<file path="config.mk">
export PLATFORM = sky130hd
export DESIGN_NAME = rr_arbiter
export DESIGN_NICKNAME = d
export VERILOG_FILES = /design/src/rtl/rr_arbiter.sv
export SDC_FILE = /design/constraint.sdc
export NUM_CORES = 1
export LEC_CHECK = 0
export ABC_AREA = 1
export BUFFER_PORTS_ARGS = -buffer_cell sky130_fd_sc_hd__buf_2
export CORE_ASPECT_RATIO = 1.75
export CORE_MARGIN = 2
export CORE_UTILIZATION = 45
export DETAILED_ROUTE_END_ITERATION = 12
export GPL_ROUTABILITY_DRIVEN = 0
export PLACE_DENSITY = 0.66
export REMOVE_ABC_BUFFERS = 1
export SLEW_MARGIN = 10
export SYNTH_ARGS = -nofsm -noshare
export SYNTH_HDL_FRONTEND = slang
export SYNTH_SLANG_ARGS = --single-unit
</file>
<file path="constraint.sdc">
create_clock -name clk -period 4.2 [get_ports clk]
set_input_delay 0 -clock clk [delete_from_list [all_inputs] [get_ports clk]]
set_output_delay 0 -clock clk [all_outputs]
set_load 0.05 [all_outputs]
</file>
<file path="src/rtl/rr_arbiter.sv">
// ============================================================================
// Module   : rr_arbiter
// Function : Round-robin arbiter with bounded hold time and registered grant.
// Revision : 1.0 - initial release
// ============================================================================
`default_nettype none

module rr_arbiter #(
  parameter int NUM_REQ  = 4,
  parameter int MAX_HOLD = 8
) (
  input  logic                       clk,
  input  logic                       rst,
  input  logic [NUM_REQ-1:0]         req,
  output logic [NUM_REQ-1:0]         gnt,
  output logic [$clog2(NUM_REQ)-1:0] gnt_id,
  output logic                       gnt_valid,
  output logic [7:0]                 hold_cnt
);

  localparam int                 IW          = $clog2(NUM_REQ);
  localparam logic [7:0]         C_MAX_HOLD  = 8'(MAX_HOLD);
  localparam logic [NUM_REQ-1:0] C_ONE       = NUM_REQ'(1);
  localparam logic [IW-1:0]      C_LAST      = IW'(NUM_REQ - 1);

  typedef enum logic [0:0] {
    S_IDLE  = 1'b0,
    S_GRANT = 1'b1
  } state_t;

  state_t              r_state;
  state_t              w_state_nxt;
  logic [IW-1:0]       r_ptr;
  logic [IW-1:0]       w_ptr_nxt;
  logic [IW-1:0]       r_owner;
  logic [IW-1:0]       w_owner_nxt;
  logic [NUM_REQ-1:0]  r_gnt;
  logic [NUM_REQ-1:0]  w_gnt_nxt;
  logic                r_valid;
  logic                w_valid_nxt;
  logic [7:0]          r_hold;
  logic [7:0]          w_hold_nxt;

  logic [NUM_REQ-1:0]  w_kmask;
  logic [NUM_REQ-1:0]  w_others;
  logic [IW-1:0]       w_pick_all;
  logic [IW-1:0]       w_pick_oth;
  logic [IW-1:0]       w_win;
  logic                w_take;

  // First set bit of v, searching upward from p and wrapping at NUM_REQ.
  function automatic logic [IW-1:0] f_pick(input logic [NUM_REQ-1:0] v,
                                           input logic [IW-1:0]      p);
    logic [IW-1:0] res;
    logic [IW:0]   idx;
    logic          found;
    res   = '0;
    found = 1'b0;
    for (int i = 0; i < NUM_REQ; i++) begin
      idx = {1'b0, p} + (IW+1)'(i);
      if (idx >= (IW+1)'(NUM_REQ)) begin
        idx = idx - (IW+1)'(NUM_REQ);
      end
      if (!found && v[idx[IW-1:0]]) begin
        res   = idx[IW-1:0];
        found = 1'b1;
      end
    end
    return res;
  endfunction

  function automatic logic [IW-1:0] f_inc(input logic [IW-1:0] w);
    return (w == C_LAST) ? '0 : w + IW'(1);
  endfunction

  assign w_kmask    = C_ONE << r_owner;
  assign w_others   = req & ~w_kmask;
  assign w_pick_all = f_pick(req, r_ptr);
  // r_ptr already points past the owner, so the search naturally starts after k.
  assign w_pick_oth = f_pick(w_others, r_ptr);

  always_comb begin
    w_state_nxt = r_state;
    w_ptr_nxt   = r_ptr;
    w_owner_nxt = r_owner;
    w_gnt_nxt   = r_gnt;
    w_valid_nxt = r_valid;
    w_hold_nxt  = r_hold;
    w_take      = 1'b0;
    w_win       = '0;

    case (r_state)
      S_IDLE: begin
        if (|req) begin
          w_take = 1'b1;
          w_win  = w_pick_all;
        end
      end
      S_GRANT: begin
        if (!req[r_owner]) begin
          if (|w_others) begin
            w_take = 1'b1;
            w_win  = w_pick_oth;
          end else begin
            w_state_nxt = S_IDLE;
            w_owner_nxt = '0;
            w_gnt_nxt   = '0;
            w_valid_nxt = 1'b0;
            w_hold_nxt  = '0;
          end
        end else if (r_hold < C_MAX_HOLD) begin
          w_hold_nxt = r_hold + 8'd1;
        end else if (|w_others) begin
          w_take = 1'b1;
          w_win  = w_pick_oth;
        end
        // Sole requester at the limit: hold_cnt saturates, owner kept.
      end
      default: begin
        w_state_nxt = S_IDLE;
        w_owner_nxt = '0;
        w_gnt_nxt   = '0;
        w_valid_nxt = 1'b0;
        w_hold_nxt  = '0;
      end
    endcase

    if (w_take) begin
      w_state_nxt = S_GRANT;
      w_owner_nxt = w_win;
      w_gnt_nxt   = C_ONE << w_win;
      w_valid_nxt = 1'b1;
      w_hold_nxt  = 8'd1;
      w_ptr_nxt   = f_inc(w_win);
    end
  end

  always_ff @(posedge clk or negedge rst) begin
    if (!rst) begin
      r_state <= S_IDLE;
      r_ptr   <= '0;
      r_owner <= '0;
      r_gnt   <= '0;
      r_valid <= 1'b0;
      r_hold  <= '0;
    end else begin
      r_state <= w_state_nxt;
      r_ptr   <= w_ptr_nxt;
      r_owner <= w_owner_nxt;
      r_gnt   <= w_gnt_nxt;
      r_valid <= w_valid_nxt;
      r_hold  <= w_hold_nxt;
    end
  end

  assign gnt       = r_gnt;
  assign gnt_id    = r_owner;
  assign gnt_valid = r_valid;
  assign hold_cnt  = r_hold;

endmodule

`default_nettype wire

</file>
# [Word-level counts from Yosys, hierarchy flattened]
# Cells that the tools add are included.
[totals] ff_bits=18 inputBits=6 output_inout_bits=15 elab_cells=119
[classes] n_addsub=9 n_lt_le_gt_ge=10 n_eq_ne=5 n_shift=2 muxes=67 n_bitwise=3 reduce_logical=17
[op_table] operator="$mux W2" n=21
[op_table] operator="$mux W8" n=5
[op_table] operator="$mux W1" n=26
[op_table] operator="$bmux W1 S2" n=9
[op_table] operator="$mux W4" n=4
[op_table] operator="$lt A2 B3 Y1 const B" n=5
[op_table] operator="$ge A3 B3 Y1 const B" n=3
[op_table] operator="$add A8 B1 Y8 const B" n=1
[op_table] operator="$lt A8 B4 Y1 const B" n=1
[op_table] operator="$reduce_or A4 Y1" n=2
[op_table] operator="$shl A1 B2 Y4 const A" n=2
[op_table] operator="$sub A2 B1 Y2 const B" n=4
[op_table] operator="$add A2 B2 Y3 const B" n=2
[op_table] operator="$logic_and A1 B1 Y1" n=6
[op_table] operator="$logic_not A1 Y1" n=6
[op_table] operator="$reduce_and A3 Y1" n=2
[op_table] operator="$and A4 B4 Y4" n=1
[op_table] operator="$ne A2 B2 Y1 const B" n=2
[op_table] operator="$not A4 Y4" n=1
[op_table] operator="$pmux W2 S2" n=1
[op_table] operator="$add A2 B1 Y3 const B" n=1
[op_table] operator="$ge A2 B3 Y1 const B" n=1
[op_table] operator="$ne A3 B2 Y1 const B" n=1
[op_table] operator="$ne A3 B3 Y1 const B" n=1
[op_table] operator="other kinds (5)" n=5

# [Depth between registers and ports, before layout]
# Gate-level depths: netlist of run 1.
[logic_depth] depth_word=21 depth_mapped=18 ltp_nobuf=16

# [Worst setup path before layout of run 1]
# Ideal clock, no wire load.
[synth_path] path_kind="register to register" start="register r_owner[1], in the netlist gnt_id[1]" end="register r_ptr[1]" setup_ps=126 arrival_time_ps=2000 required_ps=4074 slack_ps=2074 path_stages_with_launch=14 path_buffers=0 synth_period_minus_slack_ps=2126 path_cell_list="dfrtp_1 nand2_1 nand2_2 nand3_1 nand2_2 nand2_1 nor2_1 nand3_1 nand2_1 nand2_1 nand2_2 ha_1 nand2_1 o21ai_1"
[synth_via] elab_chain_cells=21 elab_cells_between_ends=38 classes_between="add/sub (1); eq/ne (1); shift (1); mux (26); bitwise (2); reduce/logical (7)"
[synth_lines] element="from (decl)" line="35" source="logic [IW-1:0] r_owner;"
[synth_lines] element="from (signal assigned)" line="149" source="r_owner <= w_owner_nxt;"
[synth_lines] element="$shl A1 B2 Y4" line="76" source="assign w_kmask = C_ONE << r_owner;"
[synth_lines] element="$not A4 Y4" line="77" source="assign w_others = req & ~w_kmask;"
[synth_lines] element="$and A4 B4 Y4" line="77"
[synth_lines] element="$bmux W1 S2" line="64" source="if (!found && v[idx[IW-1:0]]) begin"
[synth_lines] element="$mux W1 (not written as such)" line="64"
[synth_lines] element="$mux W1" line="64"
[synth_lines] element="$logic_not A1 Y1" line="64"
[synth_lines] element="$logic_and A1 B1 Y1" line="64"
[synth_lines] element="[5 not listed]"
[synth_lines] element="$logic_and A1 B1 Y1" line="64"
[synth_lines] element="$mux W2" line="64"
[synth_lines] element="$mux W2" line="101, 113"
[synth_lines] element="$mux W2" line="111" source="end else if (r_hold < C_MAX_HOLD) begin"
[synth_lines] element="$mux W2" line="100" source="if (!req[r_owner]) begin"
[synth_lines] element="$pmux W2 S2" line="92" source="case (r_state)"
[synth_lines] element="$add A2 B1 Y2 / $eq A2 B2 Y1 (equally long branches)" line="73" source="return (w == C_LAST) ? '0 : w + IW'(1);"
[synth_lines] element="$mux W2" line="73"
[synth_lines] element="to (signal assigned)" line="148" source="r_ptr <= w_ptr_nxt;"
[synth_lines] element="to (decl)" line="33" source="logic [IW-1:0] r_ptr;"
# Several ways; a longest one is shown, not always the timed one. The select of a mux whose other input is x is not followed.
# A chain may end at the register's enable or synchronous reset.

# [Worst setup path after layout of run 1]
[layout_path] start="register r_ptr[0]" end="register r_ptr[1]"
[layout_via] elab_chain_cells=20 elab_cells_between_ends=65 classes_between="add/sub (8); order compare (4); eq/ne (1); mux (40); reduce/logical (12)"
[layout_lines] element="parallel branches: the longest is 17 deep, another holds $add A2 B1 Y3"
[layout_lines] element="$pmux W2 S2 (*)" line="92"
[layout_lines] element="$add A2 B1 Y2 / $eq A2 B2 Y1 (equally long branches)" line="73"
[layout_lines] element="$mux W2 (*)" line="73"
# Every way passes the cells marked *. The select of a mux whose other input is x is not followed.

==> out/results.md, run 1 <==
* 3 — number of cells on the worst hold path
* 1.81 ns — crit path setup slack, layout
* completed — outcome
* 0.00408 ns — Max Clock Skew
* 32 — DRC violation total after the first TritonRoute iteration
* 1463 — number of global-route vias before repair
* 0 — maximum capacitance violations
* 0.188 — share of cells above drive strength 1
* 0.07 ns — clock slew at the register clock pins of the worst setup and hold paths
* 1 — H-Tree Level Count
* flop — critical path endpoint category
* sky130_fd_sc_hd__dfrtp_1, sky130_fd_sc_hd__nand2_1, sky130_fd_sc_hd__inv_1 — top area cells in the synthesized netlist
* 1.82 ns — pre-CTS setup slack
* 0.00376 mm² — DIE AREA
* 1.00 — proportion of synthesized flip-flops having asynchronous set or reset
* 0 — final number of max-transition violations
* sky130_fd_sc_hd__nand2_1 — most instantiated library cell after synthesis
* 47.2 µm — width of the die
* 4.83 — Vias/cell
* 228 — cells after synthesis
* 0.307 — part of the Yosys area used for sequential elements
* 0 — count of endpoints failing setup in the final report
* 19 — largest net degree at the start of global routing
* 0.229 — Total Routing Usage GR
* 0 — Diodes inserted
* sky130_fd_sc_hd__nand2_1, sky130_fd_sc_hd__inv_1, sky130_fd_sc_hd__nor2_1 — commonest cells in the netlist
* 0 — number of flops mapped to enable cells by yosys
* 1.81 ns — reg-to-reg slack, setup
* flop to flop — critical path start-end classification
* sky130_fd_sc_hd__dfrtp_1 — Most used DFF post-synth
* 0.948 nW — standby leakage power
* 6270 µm — wire length of the first global-routing pass
* 0.00314 mm² — area of the core
* 12.8% — Area Overhead vs Synth
* done — CTS tree
* 4 — DRT Pass-1 Iters
* 0.25 ns — latest clock arrival within the worst-skew pair
* 0.591 — Relative slew margins
* primary input to flop — type of the most critical hold path
* 0.468 — starting utilization of the core area
* 0 — number of routed nets with antenna violations
* sky130_fd_sc_hd__dfrtp_1 — top cell type by total area after synthesis
* 590 µV — maximum ir drop on the vdd rail
* 0 ns — Final TNS setup
* req[0] — Hold Crit Start
* 0 — total DRC errors in the routed layout
* 11.8 µm — DR WL/cell
* 4.33 ns — data required time of the worst path
* 27 — std cell rows
* 2 — buffer levels on the longest clock path
* 17 — maximum fanout along the worst path
* r_ptr[1]$_DFFE_PN0P_ — worst flop-to-flop path endpoint
* 0 — hold violation total from the final report
* 2.52 ns — Crit path arrival time
* 6.44 µm² — Mean Syn Cell Area
* 14 — Worst Reg2Reg Path Length in Cells
* 0.613 ns — pin slew with the least headroom to its limit
* 0.568 — share of the clock period used by the worst path after layout
* 2.39 ns — crit path time final
* sky130_fd_sc_hd__clkbuf_8 — Root Buffer
* 0 — Post-CTS Setup Bufs
* 3 — number of buffers created by CTS
* 21 — I/O pin count
* 0 — total global routing overflow
* no — RSZ-0062 raised after global routing
* 0.00147 mm² — netlist area before placement
* 1416 — detailed-route via count
* 0 — Ys Warns
* 849 mW/mm² — Power per Cell Area
* r_ptr[0]$_DFFE_PN0P_ — reg-to-reg critical path startpoint
* 18 — synthesis-stage register bit count
* 3460 µm — aggregate routed wire length
* 27 — number of different library cells in the post-synthesis netlist
* 79.6 µm — vertical die dimension
* 262 — final-stage net count
* r_state$_DFF_PN0_ — endpoint of the worst hold-timing path
* 20 — Buffers on Ports
* flop — kind of start point of the critical path
* 0 — number of antenna violations at the first check in global routing
* 419 MHz — maximum clock rate
* 0.0483 ns — worst hold margin
* 18 — # clock sinks
* 0.307 — area share of the largest cell type after synthesis
* 2810 µm — half-perimeter wire length after placement
worst max-delay path, cell delays in order, from the launching register on:
cell and delay [ns]:
sky130_fd_sc_hd__dfrtp_1 0.73, sky130_fd_sc_hd__inv_4 0.12, sky130_fd_sc_hd__nand2_1 0.09, sky130_fd_sc_hd__nand2_1 0.14
sky130_fd_sc_hd__nand2_1 0.12, sky130_fd_sc_hd__nand2_2 0.09, sky130_fd_sc_hd__nor2_4 0.13, sky130_fd_sc_hd__nand2_1 0.08
sky130_fd_sc_hd__o21ai_1 0.12, sky130_fd_sc_hd__inv_1 0.05, sky130_fd_sc_hd__nand2_1 0.09, sky130_fd_sc_hd__nand2_2 0.08
sky130_fd_sc_hd__ha_1 0.28, sky130_fd_sc_hd__nand2_1 0.07, sky130_fd_sc_hd__o21ai_1 0.05
sequential cells by signal, summed over array words and instances, names as in the netlist:
signal	cells
r_ptr	2
r_state	1
gnt_id	2
gnt	4
gnt_valid	1
hold_cnt	8
logic make-up (layout without fill, tap and decap cells):
kind of cell,Yosys count,count (layout),share of synthesized area
adder cells (fa/ha/maj),5,5,0.0426
AND/OR/NAND/NOR,153,153,0.454
flip-flops,18,18,0.307
XOR/XNOR,1,1,0.00596
buffers and inverters,33,55,0.0997
AO/OA/AOI/OAI,18,18,0.0911
cell usage in the layout, fill, tap and decap left out, types with 2 or more instances in the layout:
cell type / instances
sky130_fd_sc_hd__o21ai_2: 3
sky130_fd_sc_hd__nand4_1: 4
sky130_fd_sc_hd__inv_2: 3
sky130_fd_sc_hd__clkbuf_8: 4
sky130_fd_sc_hd__nor2_2: 2
sky130_fd_sc_hd__inv_1: 26
sky130_fd_sc_hd__ha_1: 5
sky130_fd_sc_hd__nand2_2: 8
sky130_fd_sc_hd__nand2_1: 94
sky130_fd_sc_hd__o21ai_1: 5
sky130_fd_sc_hd__buf_2: 20
sky130_fd_sc_hd__o21ai_4: 2
sky130_fd_sc_hd__o21ai_0: 4
sky130_fd_sc_hd__dfrtp_1: 18
sky130_fd_sc_hd__nand3_1: 19
sky130_fd_sc_hd__nor2_1: 22
metrics by stage:
stage	std cells	instance area [µm²]	power (mW)	util
floorplan	225	1440	1.06	-
global placement	288	1590	1.27	0.507
detailed placement	288	1590	1.27	0.507
CTS	293	1660	1.42	0.527
global route	293	1660	1.57	0.527
finish	293	1660	1.41	0.527
cell type report:
cell class | count | area (µm²)
inverter | 30 | 115
tap | 43 | 53.8
fill | 344 | 1490
clock buffer | 4 | 55.1
multi-input combinational | 177 | 872
sequential | 18 | 450
timing repair buffer | 21 | 110
worst max path at each step:
stage	from	endpoint	slack, ns	cells after the start
6_report	r_ptr[0]$_DFFE_PN0P_	r_ptr[1]$_DFFE_PN0P_	1.81	14
5_1_grt	r_ptr[0]$_DFFE_PN0P_	r_ptr[1]$_DFFE_PN0P_	1.60	14
4_1_cts	r_ptr[0]$_DFFE_PN0P_	r_ptr[1]$_DFFE_PN0P_	1.79	14
3_5_place_dp	r_ptr[0]$_DFFE_PN0P_	r_ptr[1]$_DFFE_PN0P_	1.82	14
3_3_place_gp	r_ptr[0]$_DFFE_PN0P_	r_ptr[1]$_DFFE_PN0P_	1.83	14
2_1_floorplan	gnt_id[1]$_DFFE_PN0P_	r_ptr[1]$_DFFE_PN0P_	2.07	13
what timing repair did:
item,in CTS,in global routing
gates resized for setup,0,0
hold buffers,1,0
endpoints found under the hold margin,18,0
where the power goes:
group / total, mW / switching, mW / internal [mW]
logic: 0.949 / 0.664 / 0.286
clock network: 0.138 / 0.0553 / 0.0832
registers: 0.318 / 0.0874 / 0.231
total: 1.41 / 0.806 / 0.600
layer usage:
metal,routed length [µm],vias to the layer above,GRT usage
met2,1940,22,0.408
met3,51,15,0.0136
li1,-,750,-
met5,0,-,0
met4,133,0,0.114
met1,1340,629,0.255
Note: power is estimated with default switching activity, not from simulation.
==> run 2, diff against run 1 <==
ABC_AREA = 0   (was 1)
clock period = 2.4 ns   (was 4.2 ns; I/O delays follow)
==> out/results.md, run 2 <==
* negative setup slack — violated checks
* 0.373 — share of cells above drive strength 1, +0.185
* 0.00310 ns — Max Clock Skew, -0.000978 ns
* 20 — Buffers on Ports, unchanged
* 0.224 — Total Routing Usage GR, -0.00509
* 0.717 — Relative slew margins, +0.126
* done — CTS tree
* 2.63 ns — Crit path arrival time, +0.11 ns
* 310 — filler instances, -9.9%
* 0 — number of antenna violations at the first check in global routing, unchanged
* 0.00200 mm² — final std cell area, no fill, +21%
* 6930 µm — wire length of the first global-routing pass, +10%
* 0.00336 mm² — area of the core, +7.0%
* sky130_fd_sc_hd__nor2_1 — most instantiated library cell after synthesis
* 3020 µm — half-perimeter wire length after placement, +7.3%
* 16.7 µm — DR WL/cell, +42%
* 1 — H-Tree Level Count, unchanged
* gnt_id[0]$_DFFE_PN0P_ — reg-to-reg critical path startpoint
* 0.911 nW — standby leakage power, -3.9%
* 0 — total DRC errors in the routed layout, unchanged
* sky130_fd_sc_hd__dfrtp_1, sky130_fd_sc_hd__nor2_1, sky130_fd_sc_hd__ha_1 — top area cells in the synthesized netlist
* -0.111 ns — pre-CTS setup slack, -1.93 ns
* 1527 — number of global-route vias before repair, +4.4%
* 1.04 — share of the clock period used by the worst path after layout, +0.471
* sky130_fd_sc_hd__clkbuf_8 — Root Buffer
* 0.464 — starting utilization of the core area, -0.00400
* 171 — cells after synthesis, -25%
* 221 — final-stage net count, -16%
* 81.9 µm — vertical die dimension, +2.9%
* 0 — final number of max-transition violations, unchanged
* 28 — std cell rows, +3.7%
* 4 — count of endpoints failing setup in the final report, +4
* 0.25 ns — latest clock arrival within the worst-skew pair, about the same
* 1.48 mW — Internal Pwr Total, +150%
* sky130_fd_sc_hd__dfrtp_1 — Most used DFF post-synth
* 1.00 — proportion of synthesized flip-flops having asynchronous set or reset, unchanged
* 0.289 — area share of the largest cell type after synthesis, -0.0177
* sky130_fd_sc_hd__buf_4 — leading cell type in the layout, fill and taps excluded
* 0.07 ns — clock slew at the register clock pins of the worst setup and hold paths, about the same
* sky130_fd_sc_hd__nor2_1, sky130_fd_sc_hd__dfrtp_1, sky130_fd_sc_hd__a21oi_1, sky130_fd_sc_hd__o21ai_0, sky130_fd_sc_hd__nand2_1 — commonest cells in the netlist
* sky130_fd_sc_hd__buf_4, sky130_fd_sc_hd__buf_2, sky130_fd_sc_hd__nor2_1 — top library cells by usage in the layout, fill and taps aside
* 50 — DRC violation total after the first TritonRoute iteration, +56%
* 21 — I/O pin count, unchanged
* 4250 µm — aggregate routed wire length, +23%
* 0.425 ns — pin slew with the least headroom to its limit, -0.189 ns
* 0 — Ys Warns, unchanged
* 8 — maximum fanout along the worst path, -9
* 813 µV — maximum ir drop on the vdd rail, +38%
* gnt_id[0]$_DFFE_PN0P_ — Critical path origin
* 18 — synthesis-stage register bit count, unchanged
* 0 — Diodes inserted, unchanged
* 9.12 µm² — Mean Syn Cell Area, +42%
* 0.00175 mm² — cell area reported after detailed placement, +10%
* 2.49 ns — crit path time final, +0.108 ns
* flop — critical path endpoint category
* 1510 — detailed-route via count, +6.6%
* sky130_fd_sc_hd__dfrtp_1 — top cell type by total area after synthesis
* 1.46 mW — net switching power of the design, +81%
* 0.289 — part of the Yosys area used for sequential elements, -0.0177
* 20 — largest net degree at the start of global routing, +1
* 3 — number of buffers created by CTS, unchanged
* 5.94 — Vias/cell, +23%
* 0 — number of flops mapped to enable cells by yosys, unchanged
* -0.0948 ns — crit path setup slack, layout, -1.91 ns
* 0.00156 mm² — netlist area before placement, +6.1%
* yes — RSZ-0062 raised after global routing
* 4 — DRT Pass-1 Iters, unchanged
* flop to flop — critical path start-end classification
* 18 — # clock sinks, unchanged
* 0 — maximum capacitance violations, unchanged
* 0.496 — switching power as a share of total power, -0.0775
* 0 — number of routed nets with antenna violations, unchanged
* 52 — number of different library cells in the post-synthesis netlist, +93%
* 48.5 µm — width of the die, +2.8%
* 242 — Cell Count Post-Placement, -16%
* 0.00397 mm² — DIE AREA, +5.7%
* 0 — hold violation total from the final report, unchanged
* 28.2% — Area Overhead vs Synth
* 0 — total global routing overflow, unchanged
* 401 MHz — maximum clock rate, -4.3%
* 2 — buffer levels on the longest clock path, unchanged
* 254 — Layout Cells excl Fill, -13%
* 0.084 — power share of the clock group, -0.015
* 8 — number of flip-flops in the largest register, unchanged
* 1470 mW/mm² — Power per Cell Area, +73%
* 2.94 mW — PnR Total Power, +110%
* primary input to async pin — type of the most critical hold path
* flop — kind of start point of the critical path
* 0.182 — share of total power in sequential cells, -0.044
* finished, violations left — outcome
* 0.734 — combinational group share of total power, +0.059
* 2.54 ns — data required time of the worst path, -1.79 ns
run 2: cell types whose count changed after synthesis, moves of 6 or more:
| cell | before | now |
|---|---|---|
| sky130_fd_sc_hd__nand2_1 | 94 | 9 |
| sky130_fd_sc_hd__a21oi_1 | 1 | 10 |
| sky130_fd_sc_hd__inv_1 | 26 | 7 |
| sky130_fd_sc_hd__o21ai_0 | 4 | 10 |
| sky130_fd_sc_hd__nand3_1 | 19 | 5 |
| sky130_fd_sc_hd__nand2_2 | 8 | 0 |
run 2: final timing paths:
path                            slack, ns                      end  cells past startpoint
worst max-delay path                -0.09       gnt[0]$_DFFE_PN0P_                      9
worst min-delay path                 0.20  hold_cnt[2]$_DFFE_PN0P_                      2
worst max register to register      -0.09       gnt[0]$_DFFE_PN0P_                      9
worst min register to register       0.49    gnt_valid$_DFFE_PN0P_                      1
max in group asynchronous            1.88    gnt_id[0]$_DFFE_PN0P_                      2
min in group clk                     0.21        r_state$_DFF_PN0_                      3
run 2: layout make-up:
| cell class | count | area [µm²] | area share |
|---|---|---|---|
| repair buffers | 46 | 314 | 0.157 |
| multi-input cells | 133 | 1090 | 0.545 |
| well taps | 45 | 56.3 | 0.0282 |
| inverters | 8 | 30.0 | 0.0150 |
| clock buffers | 4 | 55.1 | 0.0276 |
| flip-flops and latches | 18 | 454 | 0.227 |
run 2: logic make-up (layout without fill, tap and decap cells):
| group | Yosys count | in the layout | synth area share |
|---|---|---|---|
| AO/OA/AOI/OAI | 59 | 59 | 0.287 |
| AND/OR/NAND/NOR | 58 | 58 | 0.212 |
| buffers and inverters | 20 | 58 | 0.0891 |
| flip-flops | 18 | 18 | 0.289 |
| multiplexers | 8 | 8 | 0.0610 |
| adder cells (fa/ha/maj) | 5 | 5 | 0.0401 |
| XOR/XNOR | 3 | 3 | 0.0217 |
run 2: critical path: stages (launching register included):
cell and delay, ns:
sky130_fd_sc_hd__dfrtp_2 0.50, sky130_fd_sc_hd__buf_4 0.20, sky130_fd_sc_hd__and2b_2 0.22, sky130_fd_sc_hd__nor3b_4 0.25
sky130_fd_sc_hd__a311oi_2 0.09, sky130_fd_sc_hd__a22o_1 0.30, sky130_fd_sc_hd__a211oi_4 0.30, sky130_fd_sc_hd__nor2_1 0.11
sky130_fd_sc_hd__ha_1 0.22, sky130_fd_sc_hd__a22o_1 0.20
run 2: metal layers:
metal  share of wire  global-route usage
met1            0.37               0.236
met2            0.57               0.442
met3           0.038              0.0218
met4           0.025               0.109
met5               0                   0
run 2: power by group through the flow:
stage	logic [mW]	clock network, mW	registers [mW]
6_report	2.16	0.248	0.534
5_1_grt	2.30	0.272	0.552
4_1_cts	1.91	0.256	0.528
3_5_place_dp	1.74	0	0.534
3_3_place_gp	1.69	0	0.527
2_1_floorplan	0.841	0	0.828
run 2: metrics by stage:
stage               utilization  TNS [ns]  hold WS [ns]
floorplan                     -     -1.63        -0.296
global route              0.594    -0.773         0.231
global placement          0.522   -0.0813       -0.0494
detailed placement        0.522    -0.312       -0.0423
CTS                       0.566   -0.0188         0.197
finish                    0.594    -0.324         0.202
run 2: timing repair:
action | 4_1_cts | 5_1_grt
hold endpoints to repair | 18 | 0
hold buffers | 1 | 0
endpoints found under the setup margin | 5 | 5
buffers inserted | 4 | 3
gates resized for setup | 11 | 12
pin swaps | 7 | 11
==> run 3, diff against run 2 <==
==> constraint.sdc (replaced) <==
create_clock -name clk -period 2.4 [get_ports clk]
set_input_delay 0.36 -clock clk [delete_from_list [all_inputs] [get_ports clk]]
set_output_delay 0.36 -clock clk [all_outputs]
set_load 0.05 [all_outputs]
==> out/results.md, run 3 (synthesis results as in run 2) <==
* primary input to async pin — type of the most critical hold path
* 0 — count of endpoints failing setup in the final report, -4
* yes — RSZ-0062 raised after global routing
* 1390 mW/mm² — Power per Cell Area, -5.4%
* 420 MHz — maximum clock rate, +4.7%
* 312 — filler instances, +0.65%
* 0.438 ns — pin slew with the least headroom to its limit, +0.0129 ns
* 2.52 ns — Crit path arrival time, -0.11 ns
* 3 — number of buffers created by CTS, unchanged
* xnor2_1, a211oi_2, o211a_1, o311ai_2, a221oi_2, buf_4, buf_4, buf_4, ha_1, a22o_1 — CP Cell Sequence
* 6 — maximum fanout along the worst path, -2
* 28 — std cell rows, unchanged
* 0.00336 mm² — area of the core, unchanged
* sky130_fd_sc_hd__dfrtp_2 — slowest stage cell on the critical path
* 455 µm² — Reg area, +0.28%
* 0.0351 ns — worst hold margin, -0.167 ns
* 0.47 ns — Worst path max stage delay, -0.03 ns
* completed — outcome
* 1526 — detailed-route via count, +1.1%
* 54 — DRC violation total after the first TritonRoute iteration, +8.0%
* sky130_fd_sc_hd__clkbuf_8 — Root Buffer
* 19 — largest net degree at the start of global routing, -5.0%
* r_ptr[0]$_DFFE_PN0P_ — reg-to-reg critical path startpoint
* 0 — number of hold buffers added after cts, -1
* 0.25 ns — latest clock arrival within the worst-skew pair, about the same
* 10 — Worst Reg2Reg Path Length in Cells, +1
* 20 — Buffers on Ports, unchanged
* 16.4 µm — DR WL/cell, -2.2%
* 81.9 µm — vertical die dimension, unchanged
* sky130_fd_sc_hd__buf_4 — cell with the most instances on the worst path
* 1562 — number of global-route vias before repair, +2.3%
* 0.993 — share of the clock period used by the worst path after layout, -0.0465
* 48.5 µm — width of the die, unchanged
* 0.586 — final core occ, -0.00818
* 5.87 — Vias/cell, -1.3%
* flop — critical path endpoint category
* 4 — DRT Pass-1 Iters, unchanged
* 0.391 — share of cells above drive strength 1, +0.0175
* 0.00102 mm² — multi-input logic area, -6.1%
* 0.708 — Relative slew margins, -0.00856
* 2.38 ns — crit path time final, -0.112 ns
* 0.0255 — met3 demand-to-capacity share in global routing, +0.00364
* 2.54 ns — data required time of the worst path, about the same
* 0.07 ns — clock slew at the register clock pins of the worst setup and hold paths, about the same
* 227 — final-stage net count, +2.7%
* sky130_fd_sc_hd__buf_4, sky130_fd_sc_hd__buf_2, sky130_fd_sc_hd__nor2_1 — top library cells by usage in the layout, fill and taps aside
* 0.224 — Total Routing Usage GR, +0.000556
* 0.02 ns — reg-to-reg slack, setup, +0.11 ns
* 6930 µm — wire length of the first global-routing pass, unchanged
* 2 — buffer levels on the longest clock path, unchanged
* 0 — total global routing overflow, unchanged
* 0.00383 ns — Max Clock Skew, +0.000735 ns
* 3200 µm — half-perimeter wire length after placement, +5.9%
* 815 µV — maximum ir drop on the vdd rail, +0.22%
* 0 — hold violation total from the final report, unchanged
* 0 — total DRC errors in the routed layout, unchanged
* 0.215 — met1 Use GR, -0.0211
* 0.914 nW — standby leakage power, +0.34%
* 8 — number of flip-flops in the largest register, unchanged
* 0 — final number of max-transition violations, unchanged
* 1 — H-Tree Level Count, unchanged
* 18 — # clock sinks, unchanged
* 0.443 — met2 GRT Util, +0.00139
* 4260 µm — aggregate routed wire length, +0.14%
* 0 — maximum capacitance violations, unchanged
* done — CTS tree
* 0 — Diodes inserted, unchanged
* 0 — number of antenna violations at the first check in global routing, unchanged
* 0 — number of routed nets with antenna violations, unchanged
* 21 — I/O pin count, unchanged
* sky130_fd_sc_hd__buf_4 — leading cell type in the layout, fill and taps excluded
* 26.4% — Area Overhead vs Synth
* 0.464 — starting utilization of the core area, unchanged
* flop — kind of start point of the critical path
* flop to flop — critical path start-end classification
* 0.00397 mm² — DIE AREA, unchanged
* met2 — layer carrying the most global-route usage
* 2.74 mW — PnR Total Power, -6.7%
* gnt[2]$_DFFE_PN0P_ — worst flop-to-flop path endpoint
run 3: changes by cell type in the layout (fill, tap and decap cells not counted), sizes merged:
cell | before | now
buf | 45 | 52
dlygate4sd3 | 1 | 0
run 3: how the worst max path moves through the flow:
stage,end,depth (start not counted),start
after CTS,gnt[0]$_DFFE_PN0P_,7,gnt_id[1]$_DFFE_PN0P_
after floorplan,gnt[0]$_DFFE_PN0P_,7,gnt_id[1]$_DFFE_PN0P_
after global routing,gnt[2]$_DFFE_PN0P_,11,r_ptr[1]$_DFFE_PN0P_
after detailed placement,gnt[1]$_DFFE_PN0P_,9,r_ptr[0]$_DFFE_PN0P_
after global placement,gnt[0]$_DFFE_PN0P_,9,r_ptr[0]$_DFFE_PN0P_
final,gnt[2]$_DFFE_PN0P_,10,r_ptr[0]$_DFFE_PN0P_
run 3: worst max-delay path: cells and delay by family (launching register included):
kind                       cells  cell delay (ns)
AOI/OAI and AO/OA              5             0.96
xor gates and xnor gates       1             0.30
adders and majority gates      1             0.16
buffers and inverters          3             0.40
DFF                            1             0.47
run 3: per-layer routing:
layer	wire length, µm	up-vias
met3	170	20
met4	214	0
met2	2410	60
met1	1460	720
li1	-	726
met5	0	-
run 3: area by class of cell:
| type | instances | share of cell area |
|---|---|---|
| tap | 45 | 0.0286 |
| timing repair buffer | 52 | 0.178 |
| clock buffer | 4 | 0.0279 |
| inverter | 8 | 0.0152 |
| sequential | 18 | 0.231 |
| multi-input combinational | 133 | 0.519 |
run 3: what timing repair did:
action                                 4_1_cts  5_1_grt
cloned                                       0        0
setup buffers                                2        6
pin swaps                                    2        7
setup endpoints to repair                    5        5
endpoints found under the hold margin        0        0
gates resized for setup                      4       17
run 3: where the power goes:
| group | internal [mW] | total [mW] | switching (mW) |
|---|---|---|---|
| combinational | 0.853 | 1.97 | 1.11 |
| sequential | 0.404 | 0.528 | 0.125 |
| clock | 0.146 | 0.245 | 0.0995 |
| total | 1.40 | 2.74 | 1.34 |
run 3: stage by stage:
stage	setup TNS [ns]	instances	instance area [µm²]	setup WS (ns)
final	0	260	1970	0.0167
after global routing	-0.447	260	1970	-0.153
after CTS	-0.00201	254	1870	-0.00110
after detailed placement	-0.350	248	1790	-0.141
after global placement	-0.235	248	1790	-0.0905
after floorplan	-1.63	159	1450	-0.377
